--- src/rtl/adc_fifo_rd_ctrl_if.sv ---
// Signal bundle between the ADC FIFO read controller and its FIFO / algorithm neighbours.
// The master side is the controller; the slave side is the FIFO plus the effects algorithm.
interface adc_fifo_rd_ctrl_if;
    logic        fifo_empty;
    logic        fifo_almost_full;
    logic [31:0] fifo_q;
    logic        fifo_rd_en;
    logic        sample_ready;
    logic        sample_valid;
    logic [31:0] sample_left;
    logic [31:0] sample_right;
    logic [15:0] overrun_cnt;
    logic        underrun;
    logic        clr_status;

    modport master (
        input  fifo_empty, fifo_almost_full, fifo_q, sample_ready, clr_status,
        output fifo_rd_en, sample_valid, sample_left, sample_right, overrun_cnt, underrun
    );

    modport slave (
        output fifo_empty, fifo_almost_full, fifo_q, sample_ready, clr_status,
        input  fifo_rd_en, sample_valid, sample_left, sample_right, overrun_cnt, underrun
    );
endinterface

--- src/rtl/adc_fifo_rd_ctrl.sv ---
// Read-side sequencer for the ADC dual-clock FIFO: pops I2S words, builds left/right
// frames, hands them to the algorithm over valid/ready and tracks overrun/underrun.
module adc_fifo_rd_ctrl #(
    parameter int RD_LATENCY   = 1,
    parameter bit STEREO       = 1'b1,
    parameter bit DROP_ON_FULL = 1'b1
) (
    input logic               alg_clk,
    input logic               resetn,
    adc_fifo_rd_ctrl_if.master bus
);
    typedef enum logic [2:0] {
        IDLE    = 3'd0,
        RD_L    = 3'd1,
        WAIT_L  = 3'd2,
        RD_R    = 3'd3,
        WAIT_R  = 3'd4,
        PRESENT = 3'd5
    } state_t;

    localparam logic [1:0] LAT_LAST = 2'(RD_LATENCY - 1);

    state_t      state_reg, state_next;
    logic [1:0]  lat_cnt_reg, lat_cnt_next;
    logic [31:0] left_reg, left_next;
    logic [31:0] right_reg, right_next;
    logic [15:0] ovr_cnt_reg, ovr_cnt_next;
    logic        underrun_reg, underrun_next;
    logic        rd_en;
    logic        lat_done;
    logic        ovr_event;
    logic        unr_event;

    always_ff @(posedge alg_clk or negedge resetn) begin
        if (!resetn) begin
            state_reg    <= IDLE;
            lat_cnt_reg  <= 2'd0;
            left_reg     <= 32'd0;
            right_reg    <= 32'd0;
            ovr_cnt_reg  <= 16'd0;
            underrun_reg <= 1'b0;
        end else begin
            state_reg    <= state_next;
            lat_cnt_reg  <= lat_cnt_next;
            left_reg     <= left_next;
            right_reg    <= right_next;
            ovr_cnt_reg  <= ovr_cnt_next;
            underrun_reg <= underrun_next;
        end
    end

    always_comb begin
        state_next   = state_reg;
        lat_cnt_next = lat_cnt_reg;
        left_next    = left_reg;
        right_next   = right_reg;
        rd_en        = 1'b0;
        ovr_event    = 1'b0;
        unr_event    = 1'b0;
        lat_done     = (lat_cnt_reg == LAT_LAST);
        case (state_reg)
            IDLE: begin
                unr_event = bus.fifo_empty && bus.sample_ready;
                if (!bus.fifo_empty) state_next = RD_L;
            end
            RD_L: begin
                // Gated on empty as well, so a read can never be issued into an empty FIFO.
                if (!bus.fifo_empty) begin
                    rd_en        = 1'b1;
                    lat_cnt_next = 2'd0;
                    state_next   = WAIT_L;
                end
            end
            WAIT_L: begin
                if (lat_done) begin
                    left_next = bus.fifo_q;
                    if (STEREO) begin
                        state_next = RD_R;
                    end else begin
                        right_next = bus.fifo_q;
                        state_next = PRESENT;
                    end
                end else begin
                    lat_cnt_next = lat_cnt_reg + 2'd1;
                end
            end
            RD_R: begin
                if (!bus.fifo_empty) begin
                    rd_en        = 1'b1;
                    lat_cnt_next = 2'd0;
                    state_next   = WAIT_R;
                end
            end
            WAIT_R: begin
                if (lat_done) begin
                    right_next = bus.fifo_q;
                    state_next = PRESENT;
                end else begin
                    lat_cnt_next = lat_cnt_reg + 2'd1;
                end
            end
            PRESENT: begin
                // A completed handshake takes priority over an overrun drop.
                if (bus.sample_ready) begin
                    state_next = IDLE;
                end else if (DROP_ON_FULL && bus.fifo_almost_full) begin
                    ovr_event  = 1'b1;
                    state_next = IDLE;
                end
            end
            default: state_next = IDLE;
        endcase
    end

    // Status: a same-cycle event beats clr_status.
    always_comb begin
        ovr_cnt_next  = ovr_cnt_reg;
        underrun_next = underrun_reg;
        if (ovr_event) begin
            if (bus.clr_status)              ovr_cnt_next = 16'd1;
            else if (ovr_cnt_reg != 16'hFFFF) ovr_cnt_next = ovr_cnt_reg + 16'd1;
        end else if (bus.clr_status) begin
            ovr_cnt_next = 16'd0;
        end
        if (unr_event)           underrun_next = 1'b1;
        else if (bus.clr_status) underrun_next = 1'b0;
    end

    assign bus.fifo_rd_en   = rd_en;
    assign bus.sample_valid = (state_reg == PRESENT);
    assign bus.sample_left  = left_reg;
    assign bus.sample_right = right_reg;
    assign bus.overrun_cnt  = ovr_cnt_reg;
    assign bus.underrun     = underrun_reg;
endmodule

--- src/flat_wrapper.sv ---
// flat-port wrapper written by rule: the top's interface ports become plain ports
module adc_fifo_rd_ctrl_flat 
#(
    parameter int RD_LATENCY   = 1,
    parameter bit STEREO       = 1'b1,
    parameter bit DROP_ON_FULL = 1'b1
)
  (alg_clk, resetn, bus_fifo_empty, bus_fifo_almost_full, bus_fifo_q, bus_sample_ready, bus_clr_status, bus_fifo_rd_en, bus_sample_valid, bus_sample_left, bus_sample_right, bus_overrun_cnt, bus_underrun);
  adc_fifo_rd_ctrl_if bus_i ();
  input logic alg_clk;
  input logic resetn;
  input wire logic [$bits(bus_i.fifo_empty)-1:0] bus_fifo_empty;
  input wire logic [$bits(bus_i.fifo_almost_full)-1:0] bus_fifo_almost_full;
  input wire logic [$bits(bus_i.fifo_q)-1:0] bus_fifo_q;
  input wire logic [$bits(bus_i.sample_ready)-1:0] bus_sample_ready;
  input wire logic [$bits(bus_i.clr_status)-1:0] bus_clr_status;
  output wire logic [$bits(bus_i.fifo_rd_en)-1:0] bus_fifo_rd_en;
  output wire logic [$bits(bus_i.sample_valid)-1:0] bus_sample_valid;
  output wire logic [$bits(bus_i.sample_left)-1:0] bus_sample_left;
  output wire logic [$bits(bus_i.sample_right)-1:0] bus_sample_right;
  output wire logic [$bits(bus_i.overrun_cnt)-1:0] bus_overrun_cnt;
  output wire logic [$bits(bus_i.underrun)-1:0] bus_underrun;
  assign bus_i.fifo_empty = bus_fifo_empty;
  assign bus_i.fifo_almost_full = bus_fifo_almost_full;
  assign bus_i.fifo_q = bus_fifo_q;
  assign bus_i.sample_ready = bus_sample_ready;
  assign bus_i.clr_status = bus_clr_status;
  assign bus_fifo_rd_en = bus_i.fifo_rd_en;
  assign bus_sample_valid = bus_i.sample_valid;
  assign bus_sample_left = bus_i.sample_left;
  assign bus_sample_right = bus_i.sample_right;
  assign bus_overrun_cnt = bus_i.overrun_cnt;
  assign bus_underrun = bus_i.underrun;
  adc_fifo_rd_ctrl #(.RD_LATENCY(RD_LATENCY), .STEREO(STEREO), .DROP_ON_FULL(DROP_ON_FULL)) u_core (.alg_clk(alg_clk), .resetn(resetn), .bus(bus_i));
endmodule
--- config.mk ---
export PLATFORM = sky130hd
export DESIGN_NAME = adc_fifo_rd_ctrl_flat
export DESIGN_NICKNAME = d
export VERILOG_FILES = /design/src/rtl/adc_fifo_rd_ctrl_if.sv /design/src/rtl/adc_fifo_rd_ctrl.sv /design/src/flat_wrapper.sv
export SDC_FILE = /design/constraint.sdc
export NUM_CORES = 1
export LEC_CHECK = 0
export ABC_AREA = 1
export CORE_ASPECT_RATIO = 0.7
export CORE_UTILIZATION = 30
export CTS_BUF_LIST = sky130_fd_sc_hd__clkbuf_2 sky130_fd_sc_hd__clkbuf_4 sky130_fd_sc_hd__clkbuf_8
export DETAILED_ROUTE_END_ITERATION = 10
export PLACE_DENSITY = 0.53
export SYNTH_ARGS = -nofsm -noshare
export SYNTH_HDL_FRONTEND = slang
export SYNTH_SLANG_ARGS = --single-unit
--- constraint.sdc ---
create_clock -name alg_clk -period 3.75 [get_ports alg_clk]
set_input_delay 0.75 -clock alg_clk [delete_from_list [all_inputs] [get_ports alg_clk]]
set_output_delay 0.75 -clock alg_clk [all_outputs]
set_load 0.03 [all_outputs]
==> reports/qor.json, run 1 <==
{
  "routing": {
    "detail_route.wl_per_cell_um": 14.7,
    "dr_total_vias": 2834,
    "route.detailed.drc": 0,
    "drt_antenna_net_count": 0,
    "drt-pass1-iter-count": 4,
    "totalWireLength_mm": 9.07,
    "avgViaCountPerCell": 4.60,
    "drt_first_iter_violations": 114
  },
  "logic_synthesis": {
    "mappedNetlistNets": 369,
    "postSynthCellCount": 329,
    "synth_cell_types": 28,
    "register_bit_total_from_synthesis": 86,
    "post_synth.cell_area_avg_um2": 11.5,
    "synthesis.area_mm2": 0.00380,
    "synthesis.yosys.warnings": 0,
    "synth_seq_area_share_pct": 56.7
  },
  "pwr": {
    "p_per_area_mw_per_mm2": 860,
    "power.static_leakage_uw": 0.00219,
    "irDropWorstVdd_uv": 365
  },
  "placed_design": {
    "place.gp.congestion": 0.818,
    "post-dp-hpwl_mm": 6.59,
    "placed_cells": 600,
    "placement.io_buffers": 120
  },
  "sta": {
    "total_of_endpoints_with_negative_setup_slack_in_the_final_report": 0,
    "period_needed_ns": 2.79,
    "clock_skew_ns": 0.0121,
    "rsz0062_at_grt": "no",
    "post-route-period-util_pct": 74.3,
    "max_frequency_mhz": 359,
    "slew-limit-headroom_pct": 27.7,
    "slew_limit_fails": 0,
    "timing.setup.tns_ns": 0,
    "final_hold_viol_count": 0,
    "worstMarginPinSlew_ns": 1.08
  },
  "critical_path": {
    "cp_data_required_time_ns": 3.00,
    "cp_slowest_stage_delay_ns": 0.68,
    "cpMaxStageDelayCell": "clkdlybuf4s50_1",
    "critical_path.max_fanout": 4,
    "cpMostUsedCell": "clkdlybuf4s50_1",
    "timing_worst_setup_path_type": "in -> out",
    "end_kind": "output pin",
    "cp_cell_sequence": "clkdlybuf4s50_1, nor2_1, clkdlybuf4s50_1",
    "critical_path_source_type": "primary input",
    "worst-endpoint-arrival_ns": 2.04
  },
  "job": {
    "max_cap_viol_count": 0
  },
  "global_route": {
    "overflow": 0,
    "grt_pass1_vias": 2767,
    "global_route.usage.total_pct": 15.0,
    "grt_pass1_wl_mm": 14.7,
    "antenna_found_initial": 0,
    "maximum_number_of_pins_on_one_net_before_global_route_repair": 40
  },
  "clock_network": {
    "insertion_delay_ns": 0.35,
    "clock_path_buffers": 2,
    "clock-sinks": 86,
    "cts-buffers-inserted": 9,
    "clkSlewWorstSetupHoldPaths_ns": 0.08,
    "cts_hold_repair.buffers": 0,
    "tritoncts_clock_tree": "done",
    "cts.htree.levels": 3,
    "ctsRootBufferMaster": "clkbuf_8",
    "post-cts-setup-buffer-count": 0,
    "post_cts_resize_count": 0
  },
  "outcome": {
    "outcome": "finished clean"
  },
  "cells_and_area": {
    "diodes": 0,
    "fillCellCount": 1092,
    "finish.net_count": 494,
    "syn2layout_area_growth_pct": 41.3,
    "layout-drive-gt1-share_pct": 20.9,
    "sequential_cell_area_mm2": 0.00215,
    "multiInputGateArea_mm2": 0.00150,
    "fin_cells": 616
  },
  "die": {
    "placementRows": 33,
    "design.core.area_mm2": 0.0120,
    "initial_utilization_pct": 31.6,
    "die_boundary_width_um": 136,
    "y_dimension_of_the_die_um": 96.1,
    "top_level_ports": 121,
    "die_area_mm2": 0.0131
  },
  "hold_path": {
    "hold_path_class": "in -> async"
  }
}
==> layout make-up <==
cell class	instances	share of cell area, %
clock inverters	5	1.52
well taps	157	3.66
multi-input cells	214	27.9
clock buffers	11	2.71
flip-flops and latches	86	40.1
inverters	21	1.49
repair buffers	122	22.6
==> worst max-delay path: cells and delay by family <==
family                 cells  cell delay (ns)
buffers and inverters      2             1.14
AND/OR/NAND/NOR            1             0.14
==> synthesized netlist by cell type <==
cell type  instances  area, um^2
nor2_2             2        12.5
nor2_4             4        45.0
o21ai_1            3        15.0
nand2_2            4        25.0
o21ai_2            4        35.0
clkinv_2           1        5.00
xor2_1             3        26.3
nor3_1             2        10.0
o21bai_1           2        15.0
ha_1               2        25.0
inv_1             20        75.1
nand4_1           10        62.6
nand2_1           57         214
or2_2              1        6.26
buf_4              3        22.5
nor2_1            20        75.1
mux2_1             5        56.3
a21oi_1            2        10.0
o211ai_1           2        15.0
xnor2_1            2        17.5
nand3_1           14        70.1
nand2_4            1        11.3
buf_6              4        45.0
mux2_2            59         664
buf_2              1        5.00
dfrtp_1           86        2150
o21ai_0           14        70.1
nand3_2            1        10.0
==> final timing paths <==
path | to | slack [ns] | cells past startpoint | from
max | bus_fifo_rd_en | 0.96 | 3 | bus_fifo_empty
min | u_core.bus.sample_left[20]$_DFFE_PN0P_ | 0.37 | 1 | resetn
max reg2reg | u_core.bus.sample_right[20]$_DFFE_PN0P_ | 1.53 | 4 | u_core.state_reg[0]$_DFFE_PN0P_
min reg2reg | u_core.bus.sample_right[23]$_DFFE_PN0P_ | 0.49 | 1 | u_core.bus.sample_right[23]$_DFFE_PN0P_
max in group asynchronous | u_core.bus.sample_left[19]$_DFFE_PN0P_ | 2.62 | 2 | resetn
min in group alg_clk | u_core.bus.sample_right[23]$_DFFE_PN0P_ | 0.49 | 1 | u_core.bus.sample_right[23]$_DFFE_PN0P_
==> logic make-up after synthesis <==
logic type	count (synthesis)	synth area share, %
compound gates	27	4.22
buf+inv	29	4.02
flops	86	56.7
fa+ha+maj	2	0.659
mux	64	19.0
simple gates	116	14.3
xor+xnor	5	1.15
==> routing by layer <==
metal	share of wire, %	GRT usage, %	wire [um]	vias to the layer above
met5	0	0	0	-
met4	1.0	5.19	95	0
met3	5.4	3.95	492	9
met2	42	21.4	3810	93
met1	52	21.7	4680	1366
li1	-	-	-	1366
==> power breakdown <==
group / total (uW) / switching [uW] / internal [uW] / leakage, uW
Clock: 731 / 329 / 402 / 0.000113
Sequential: 1510 / 199 / 1320 / 0.00106
Combinational: 2370 / 1290 / 1080 / 0.00102
==> through the flow <==
stage / cell area [um^2] / utilization [%] / worst slack, ns / hold slack [ns] / power, uW
floorplan: 3800 / - / 1.84 / 0.453 / 2980
global placement: 5140 / 42.8 / 0.980 / 0.467 / 3910
detailed placement: 5140 / 42.8 / 0.964 / 0.471 / 3930
CTS: 5370 / 44.7 / 0.947 / 0.355 / 4690
global route: 5370 / 44.7 / 0.862 / 0.373 / 4900
finish: 5370 / 44.7 / 0.963 / 0.368 / 4620
==> cells in the final DEF, fill, tap and decap left out, types with 4 or more instances in the layout <==
cell               n
clkbuf_8          10
clkdlybuf4s50_1  119
dfrtp_1           86
inv_1             20
mux2_1             5
mux2_2            59
nand2_1           57
nand2_2            4
nand3_1           14
nand4_1           10
nor2_1            20
nor2_4             5
o21ai_0           14
o21ai_2            4
(Power assumes the default switching activity.)
==> run 2: changes to the inputs <==
--- a/config.mk
+++ b/config.mk
@@ -10,7 +10,7 @@
 export CORE_UTILIZATION = 30
 export CTS_BUF_LIST = sky130_fd_sc_hd__clkbuf_2 sky130_fd_sc_hd__clkbuf_4 sky130_fd_sc_hd__clkbuf_8
 export DETAILED_ROUTE_END_ITERATION = 10
-export PLACE_DENSITY = 0.53
+export PLACE_DENSITY = 0.55
 export SYNTH_ARGS = -nofsm -noshare
 export SYNTH_HDL_FRONTEND = slang
 export SYNTH_SLANG_ARGS = --single-unit
==> constraint.sdc (replaced) <==
create_clock -name alg_clk -period 2.3 [get_ports alg_clk]
set_input_delay 0.46 -clock alg_clk [delete_from_list [all_inputs] [get_ports alg_clk]]
set_output_delay 0.46 -clock alg_clk [all_outputs]
set_load 0.03 [all_outputs]
==> run 2 against run 1 <==
Sequential share of layout area decreased by 0.15 points; first-iteration DRC count increased by 43%; cell area is 0.37% higher; final cell count up 0.32%; combinational power grew 66%; highest routed layer unchanged.
==> reports/qor.json, run 2 (synthesized netlist as in run 1, its figures left out) <==
{
  "critical_path": {
    "worst-endpoint-arrival": {"value": 1.65, "unit": "ns", "change": "-0.39 ns"},
    "critical_path_source_type": "flip-flop",
    "path_buf_inv": {"value": 3, "change": "+1"},
    "cp_data_required_time": {"value": 1.84, "unit": "ns", "change": "-1.16 ns"},
    "reg2reg_setup_slack": {"value": 0.47, "unit": "ns", "change": "-1.06 ns"},
    "cpMaxStageDelayCell": "dfrtp_1",
    "cp_cell_sequence": "inv_1, nand3_1, nand2_1, inv_1, nor2_1, dlygate4sd2_1",
    "timing_worst_setup_path_type": "reg -> out",
    "end_kind": "output pin",
    "crit_family": "buffers and inverters",
    "cp_slowest_stage_delay": {"value": 0.43, "unit": "ns", "change": "-0.25 ns"},
    "critical_path.max_fanout": {"value": 5, "change": "+1"},
    "cpMostUsedCell": "inv_1"
  },
  "global_route": {
    "grt_pass1_wl": {"value": 14.7, "unit": "mm", "change": "-0.19%"},
    "overflow": {"value": 0, "change": "unchanged"},
    "grt_pass1_vias": {"value": 2830, "change": "+2.3%"},
    "antenna_found_initial": {"value": 0, "change": "unchanged"},
    "maximum_number_of_pins_on_one_net_before_global_route_repair": {"value": 51, "change": "+28%"},
    "global_route.usage.total": {"value": 14.9, "unit": "%", "change": "-0.061 points"}
  },
  "cells_and_area": {
    "layout_common_cells": "clkdlybuf4s50_1 (117), dfrtp_1 (86), mux2_2 (59), nand2_1 (57)",
    "layout-drive-gt1-share": {"value": 21.3, "unit": "%", "change": "+0.34 points"},
    "fin_cells": {"value": 618, "change": "+0.32%"},
    "design_area": {"value": 0.00539, "unit": "mm^2", "change": "+0.37%"},
    "final_core_utilization": {"value": 44.8, "unit": "%", "change": "+0.17 points"},
    "diodes": {"value": 0, "change": "unchanged"},
    "finish.net_count": {"value": 496, "change": "+0.40%"},
    "final_common_cell": "clkdlybuf4s50_1",
    "syn2layout_area_growth_pct": 41.9,
    "fillCellCount": {"value": 1119, "change": "+2.5%"}
  },
  "sta": {
    "post-route-period-util_pct": 91.7,
    "final_hold_viol_count": {"value": 0, "change": "unchanged"},
    "rsz0062_at_grt": "no",
    "worstMarginPinSlew": {"value": 0.538, "unit": "ns", "change": "-0.544 ns"},
    "slew-limit-headroom": {"value": 64.2, "unit": "%", "change": "+36 points"},
    "clock_skew": {"value": 0.0115, "unit": "ns", "change": "-0.000610 ns"},
    "total_of_endpoints_with_negative_setup_slack_in_the_final_report": {"value": 0, "change": "unchanged"},
    "max_frequency_mhz": 474,
    "slew_limit_fails": {"value": 0, "change": "unchanged"},
    "period_needed_ns": 2.11,
    "timing.setup.tns": {"value": 0, "unit": "ns", "change": "unchanged"}
  },
  "pwr": {
    "internal_power_of_the_cells": {"value": 4410, "unit": "uW", "change": "+58%"},
    "irDropWorstVdd": {"value": 824, "unit": "uV", "change": "+130%"},
    "power.sequential.fraction": {"value": 33.3, "unit": "%", "change": "+0.5 points"},
    "switching_share": {"value": 40.6, "unit": "%", "change": "+1.2 points"},
    "power.static_leakage": {"value": 0.00221, "unit": "uW", "change": "+0.96%"},
    "total_switching_power": {"value": 3010, "unit": "uW", "change": "+66%"},
    "comb_power_share": {"value": 53.1, "unit": "%", "change": "+1.7 points"},
    "power.share.clock": {"value": 13.7, "unit": "%", "change": "-2.1 points"},
    "p_per_area": {"value": 1380, "unit": "mW/mm^2", "change": "+60%"},
    "overall_power": {"value": 7420, "unit": "uW", "change": "+61%"}
  },
  "routing": {
    "route.detailed.drc": {"value": 0, "change": "unchanged"},
    "detail_route.wl_per_cell": {"value": 14.8, "unit": "um", "change": "+0.21%"},
    "dr_total_vias": {"value": 2858, "change": "+0.85%"},
    "totalWireLength": {"value": 9.12, "unit": "mm", "change": "+0.54%"},
    "drt_first_iter_violations": {"value": 163, "change": "+43%"},
    "avgViaCountPerCell": {"value": 4.62, "change": "+0.52%"},
    "drt-pass1-iter-count": {"value": 4, "change": "unchanged"},
    "drt_antenna_net_count": {"value": 0, "change": "unchanged"}
  },
  "clock_network": {
    "ctsRootBufferMaster": "clkbuf_8",
    "clock-sinks": {"value": 86, "change": "unchanged"},
    "post-cts-setup-buffer-count": {"value": 0, "change": "unchanged"},
    "clkSlewWorstSetupHoldPaths": {"value": 0.09, "unit": "ns", "change": "about the same"},
    "cts.htree.levels": {"value": 3, "change": "unchanged"},
    "cts_hold_repair.buffers": {"value": 0, "change": "unchanged"},
    "clock_path_buffers": {"value": 2, "change": "unchanged"},
    "tritoncts_clock_tree": "done",
    "cts-buffers-inserted": {"value": 9, "change": "unchanged"},
    "insertion_delay": {"value": 0.35, "unit": "ns", "change": "about the same"}
  },
  "job": {
    "max_cap_viol_count": {"value": 0, "change": "unchanged"}
  },
  "die": {
    "die_boundary_width": {"value": 136, "unit": "um", "change": "unchanged"},
    "die_area": {"value": 0.0131, "unit": "mm^2", "change": "unchanged"},
    "initial_utilization": {"value": 31.6, "unit": "%", "change": "unchanged"},
    "design.core.area": {"value": 0.0120, "unit": "mm^2", "change": "unchanged"},
    "y_dimension_of_the_die": {"value": 96.1, "unit": "um", "change": "unchanged"},
    "placementRows": {"value": 33, "change": "unchanged"},
    "top_level_ports": {"value": 121, "change": "unchanged"}
  },
  "placed_design": {
    "place.gp.congestion": {"value": 0.874, "change": "+6.9%"},
    "placed_cells": {"value": 602, "change": "+0.33%"},
    "post-dp-hpwl": {"value": 6.64, "unit": "mm", "change": "+0.78%"},
    "placement.io_buffers": {"value": 120, "change": "unchanged"},
    "detailed_place.area": {"value": 0.00519, "unit": "mm^2", "change": "+1.0%"}
  },
  "outcome": {
    "outcome": "finished clean"
  },
  "hold_path": {
    "hold_path_class": "in -> async"
  }
}
-- run 2: cell types whose count changed in the layout (fill, tap and decap cells not counted), sizes merged --
cell,change
dlymetal6s2s,+1
clkinvlp,+1
clkinv,+1
clkdlybuf4s50,-2
dlygate4sd2,+1
buf,+2
bufinv,-2
-- run 2: final cells by class --
class	instances	area [um^2]	share of cell area [%]
inverters	21	80.1	1.49
well taps	157	196	3.65
multi-input cells	214	1500	27.8
clock inverters	5	41.3	0.767
clock buffers	11	151	2.81
flip-flops and latches	86	2150	40.0
repair buffers	124	1270	23.5
-- run 2: layer usage --
metal / GRT usage, % / share of wire (%) / up-vias
met5: 0 / 0 / -
met4: 4.72 / 0.94 / 0
li1: - / - / 1367
met2: 21.7 / 41 / 108
met3: 4.37 / 8.5 / 9
met1: 21.1 / 49 / 1374
-- run 2: worst paths after layout --
path / to / startpoint / depth (start not counted)
worst max-delay path: bus_fifo_rd_en / u_core.state_reg[2]$_DFFE_PN0P_ / 6
worst min-delay path: u_core.bus.sample_left[22]$_DFFE_PN0P_ / resetn / 1
worst max register to register: u_core.bus.overrun_cnt[7]$_DFFE_PN0P_ / u_core.bus.overrun_cnt[1]$_DFFE_PN0P_ / 9
worst min register to register: u_core.lat_cnt_reg[0]$_DFFE_PN0P_ / u_core.lat_cnt_reg[0]$_DFFE_PN0P_ / 2
max in group asynchronous: u_core.bus.sample_left[16]$_DFFE_PN0P_ / resetn / 2
min in group alg_clk: u_core.lat_cnt_reg[0]$_DFFE_PN0P_ / u_core.lat_cnt_reg[0]$_DFFE_PN0P_ / 2
-- run 2: metrics by stage --
step                      worst slack [ns]  hold slack, ns
after floorplan                      0.574           0.164
after global placement               0.119           0.464
after detailed placement             0.127           0.473
after CTS                           0.0823          0.0686
after global routing                0.0576          0.0770
final                                0.192          0.0666
-- run 2: timing repair --
action / in CTS / in global routing
endpoints found under the setup margin: 1 / 1
resized for setup: 1 / 1
endpoints found under the hold margin: 0 / 0
-- run 2: power by group through the flow --
stage / logic, uW / clock network [uW] / registers [uW]
4_1_cts: 3990 / 1080 / 2480
5_1_grt: 4170 / 1140 / 2560
6_report: 3940 / 1010 / 2470
2_1_floorplan: 1210 / 0 / 3650
3_5_place_dp: 3980 / 0 / 2510
3_3_place_gp: 3960 / 0 / 2470
==> run 3: changes to the inputs <==
--- a/config.mk
+++ b/config.mk
@@ -7,6 +7,7 @@
 export LEC_CHECK = 0
 export ABC_AREA = 1
 export CORE_ASPECT_RATIO = 0.7
+export CORE_MARGIN = 10
 export CORE_UTILIZATION = 30
 export CTS_BUF_LIST = sky130_fd_sc_hd__clkbuf_2 sky130_fd_sc_hd__clkbuf_4 sky130_fd_sc_hd__clkbuf_8
 export DETAILED_ROUTE_END_ITERATION = 10
==> run 3 against run 2 <==
Flip-flop and latch count did not move; non-clock buffer count up 2; clock skew shrank 0.0020 ns; setup slack lost 0.014 ns; final cell count increased by 0.97%; total power rose by 1.6%; critical path type unchanged; register-to-register slack gained 0.02 ns; fmax down 0.68%; via count up 0.21%.
==> reports/qor.json, run 3 (synthesized netlist as in run 1, its figures left out) <==
{
  "critical_path": {
    "critical_path.max_fanout": {"value": 5, "change": "unchanged"},
    "cp_data_required_time": {"value": 1.84, "unit": "ns", "change": "about the same"},
    "cp_cell_sequence": "inv_1, nand3_1, nand2_1, inv_1, nor2_1, dlygate4sd2_1",
    "path_buf_inv": {"value": 3, "change": "unchanged"},
    "worst-endpoint-arrival": {"value": 1.66, "unit": "ns", "change": "about the same"},
    "cpMaxStageDelayCell": "dfrtp_1",
    "cp_slowest_stage_delay": {"value": 0.43, "unit": "ns", "change": "about the same"},
    "crit_family": "buffers and inverters",
    "timing_worst_setup_path_type": "reg -> out",
    "end_kind": "output pin",
    "cpMostUsedCell": "inv_1",
    "critical_path_source_type": "flip-flop"
  },
  "sta": {
    "period_needed": {"value": 2.12, "unit": "ns", "change": "+0.0145 ns"},
    "slew-limit-headroom": {"value": 66.5, "unit": "%", "change": "+2.4 points"},
    "max_frequency": {"value": 471, "unit": "MHz", "change": "-0.68%"},
    "total_of_endpoints_with_negative_setup_slack_in_the_final_report": {"value": 0, "change": "unchanged"},
    "post-route-period-util": {"value": 92.3, "unit": "%", "change": "+0.63 points"},
    "clock_skew": {"value": 0.00946, "unit": "ns", "change": "-0.00200 ns"},
    "final_hold_viol_count": {"value": 0, "change": "unchanged"},
    "timing.setup.tns": {"value": 0, "unit": "ns", "change": "unchanged"},
    "rsz0062_at_grt": "no",
    "slew_limit_fails": {"value": 0, "change": "unchanged"},
    "worstMarginPinSlew": {"value": 0.502, "unit": "ns", "change": "-0.0357 ns"}
  },
  "die": {
    "design.core.area": {"value": 0.0124, "unit": "mm^2", "change": "+3.4%"},
    "die_boundary_width": {"value": 154, "unit": "um", "change": "+13%"},
    "initial_utilization": {"value": 30.6, "unit": "%", "change": "-1.0 points"},
    "top_level_ports": {"value": 121, "change": "unchanged"},
    "y_dimension_of_the_die": {"value": 114, "unit": "um", "change": "+19%"},
    "placementRows": {"value": 34, "change": "+3.0%"},
    "die_area": {"value": 0.0176, "unit": "mm^2", "change": "+34%"}
  },
  "hold_path": {
    "hold_path_class": "in -> async"
  },
  "global_route": {
    "grt_pass1_vias": {"value": 3107, "change": "+9.8%"},
    "grt_pass1_wl": {"value": 16.5, "unit": "mm", "change": "+12%"},
    "overflow": {"value": 0, "change": "unchanged"},
    "global_route.usage.total": {"value": 11.5, "unit": "%", "change": "-3.4 points"},
    "maximum_number_of_pins_on_one_net_before_global_route_repair": {"value": 51, "change": "unchanged"},
    "antenna_found_initial": {"value": 0, "change": "unchanged"}
  },
  "clock_network": {
    "cts-buffers-inserted": {"value": 9, "change": "unchanged"},
    "clock-sinks": {"value": 86, "change": "unchanged"},
    "cts_hold_repair.buffers": {"value": 0, "change": "unchanged"},
    "post_cts_resize_count": {"value": 1, "change": "unchanged"},
    "insertion_delay": {"value": 0.35, "unit": "ns", "change": "about the same"},
    "clkSlewWorstSetupHoldPaths": {"value": 0.09, "unit": "ns", "change": "about the same"},
    "tritoncts_clock_tree": "done",
    "ctsRootBufferMaster": "clkbuf_8",
    "cts.htree.levels": {"value": 3, "change": "unchanged"},
    "post-cts-setup-buffer-count": {"value": 0, "change": "unchanged"},
    "clock_path_buffers": {"value": 2, "change": "unchanged"}
  },
  "routing": {
    "detail_route.wl_per_cell": {"value": 16.3, "unit": "um", "change": "+10%"},
    "totalWireLength": {"value": 10.1, "unit": "mm", "change": "+11%"},
    "avgViaCountPerCell": {"value": 4.59, "change": "-0.75%"},
    "drt_antenna_net_count": {"value": 0, "change": "unchanged"},
    "route.detailed.drc": {"value": 0, "change": "unchanged"},
    "dr_total_vias": {"value": 2864, "change": "+0.21%"},
    "drt-pass1-iter-count": {"value": 4, "change": "unchanged"},
    "drt_first_iter_violations": {"value": 119, "change": "-27%"}
  },
  "cells_and_area": {
    "layout-drive-gt1-share": {"value": 21.4, "unit": "%", "change": "+0.17 points"},
    "syn2layout_area_growth_pct": 42.7,
    "final_common_cell": "clkdlybuf4s50_1",
    "finish.net_count": {"value": 498, "change": "+0.40%"},
    "layout_common_cells": "clkdlybuf4s50_1 (117), dfrtp_1 (86), mux2_2 (59), nand2_1 (57)",
    "diodes": {"value": 0, "change": "unchanged"},
    "fin_cells": {"value": 624, "change": "+0.97%"}
  },
  "placed_design": {
    "placed_cells": {"value": 609, "change": "+1.2%"},
    "post-dp-hpwl": {"value": 7.68, "unit": "mm", "change": "+16%"},
    "place.gp.congestion": {"value": 0.837, "change": "-4.3%"},
    "placement.io_buffers": {"value": 120, "change": "unchanged"}
  },
  "pwr": {
    "power.static_leakage": {"value": 0.00224, "unit": "uW", "change": "+1.1%"},
    "irDropWorstVdd": {"value": 659, "unit": "uV", "change": "-20%"},
    "p_per_area": {"value": 1390, "unit": "mW/mm^2", "change": "+1.0%"}
  },
  "job": {
    "max_cap_viol_count": {"value": 0, "change": "unchanged"}
  },
  "outcome": {
    "outcome": "finished clean"
  }
}
-- run 3: changes by cell type in the layout (fill, tap and decap cells not counted), sizes merged --
cell | previous run | this run
clkbuf | 11 | 12
inv | 21 | 20
bufinv | 0 | 1
buf | 5 | 7
clkinvlp | 2 | 0
-- run 3: worst paths after layout --
check / end / depth (start not counted) / slack (ns) / from
max: bus_fifo_rd_en / 6 / 0.18 / u_core.state_reg[2]$_DFFE_PN0P_
min: u_core.bus.sample_right[25]$_DFFE_PN0P_ / 1 / 0.07 / resetn
max reg2reg: u_core.bus.overrun_cnt[9]$_DFFE_PN0P_ / 8 / 0.49 / u_core.bus.overrun_cnt[1]$_DFFE_PN0P_
min reg2reg: u_core.lat_cnt_reg[0]$_DFFE_PN0P_ / 2 / 0.50 / u_core.lat_cnt_reg[0]$_DFFE_PN0P_
max in group asynchronous: u_core.bus.sample_left[5]$_DFFE_PN0P_ / 2 / 1.60 / resetn
min in group alg_clk: u_core.lat_cnt_reg[0]$_DFFE_PN0P_ / 2 / 0.50 / u_core.lat_cnt_reg[0]$_DFFE_PN0P_
-- run 3: area by class of cell --
| type | count | area [um^2] |
|---|---|---|
| clock buffer | 12 | 159 |
| clock inverter | 3 | 43.8 |
| fill | 1159 | 7010 |
| inverter | 21 | 80.1 |
| multi-input combinational | 214 | 1500 |
| sequential | 86 | 2150 |
| tap | 162 | 203 |
| timing repair buffer | 126 | 1280 |
-- run 3: per-layer routing --
metal,vias up,global-route usage [%],wire length (um)
li1,1370,-,-
met1,1400,14.9,4720
met2,86,17.6,4530
met3,8,4.28,813
met4,0,3.20,92
met5,-,0,0
-- run 3: power breakdown --
part           total, uW  leakage [uW]  internal, uW  switching (uW)
sequential          2490       0.00106          2150             344
combinational       3960       0.00107          1810            2160
clock               1090      0.000106           568             519
-- run 3: stage by stage --
step           total power (uW)  setup slack, ns  hold WS (ns)  util [%]  instance area (um^2)
4_1_cts                    7670           0.0519        0.0644      43.6                  5410
3_5_place_dp               6550            0.165         0.466      42.0                  5210
2_1_floorplan              4860            0.574         0.164         -                  3800
6_report                   7540            0.177        0.0656      43.6                  5420
3_3_place_gp               6490            0.165         0.468      42.0                  5210
5_1_grt                    7990           0.0132        0.0758      43.6                  5420
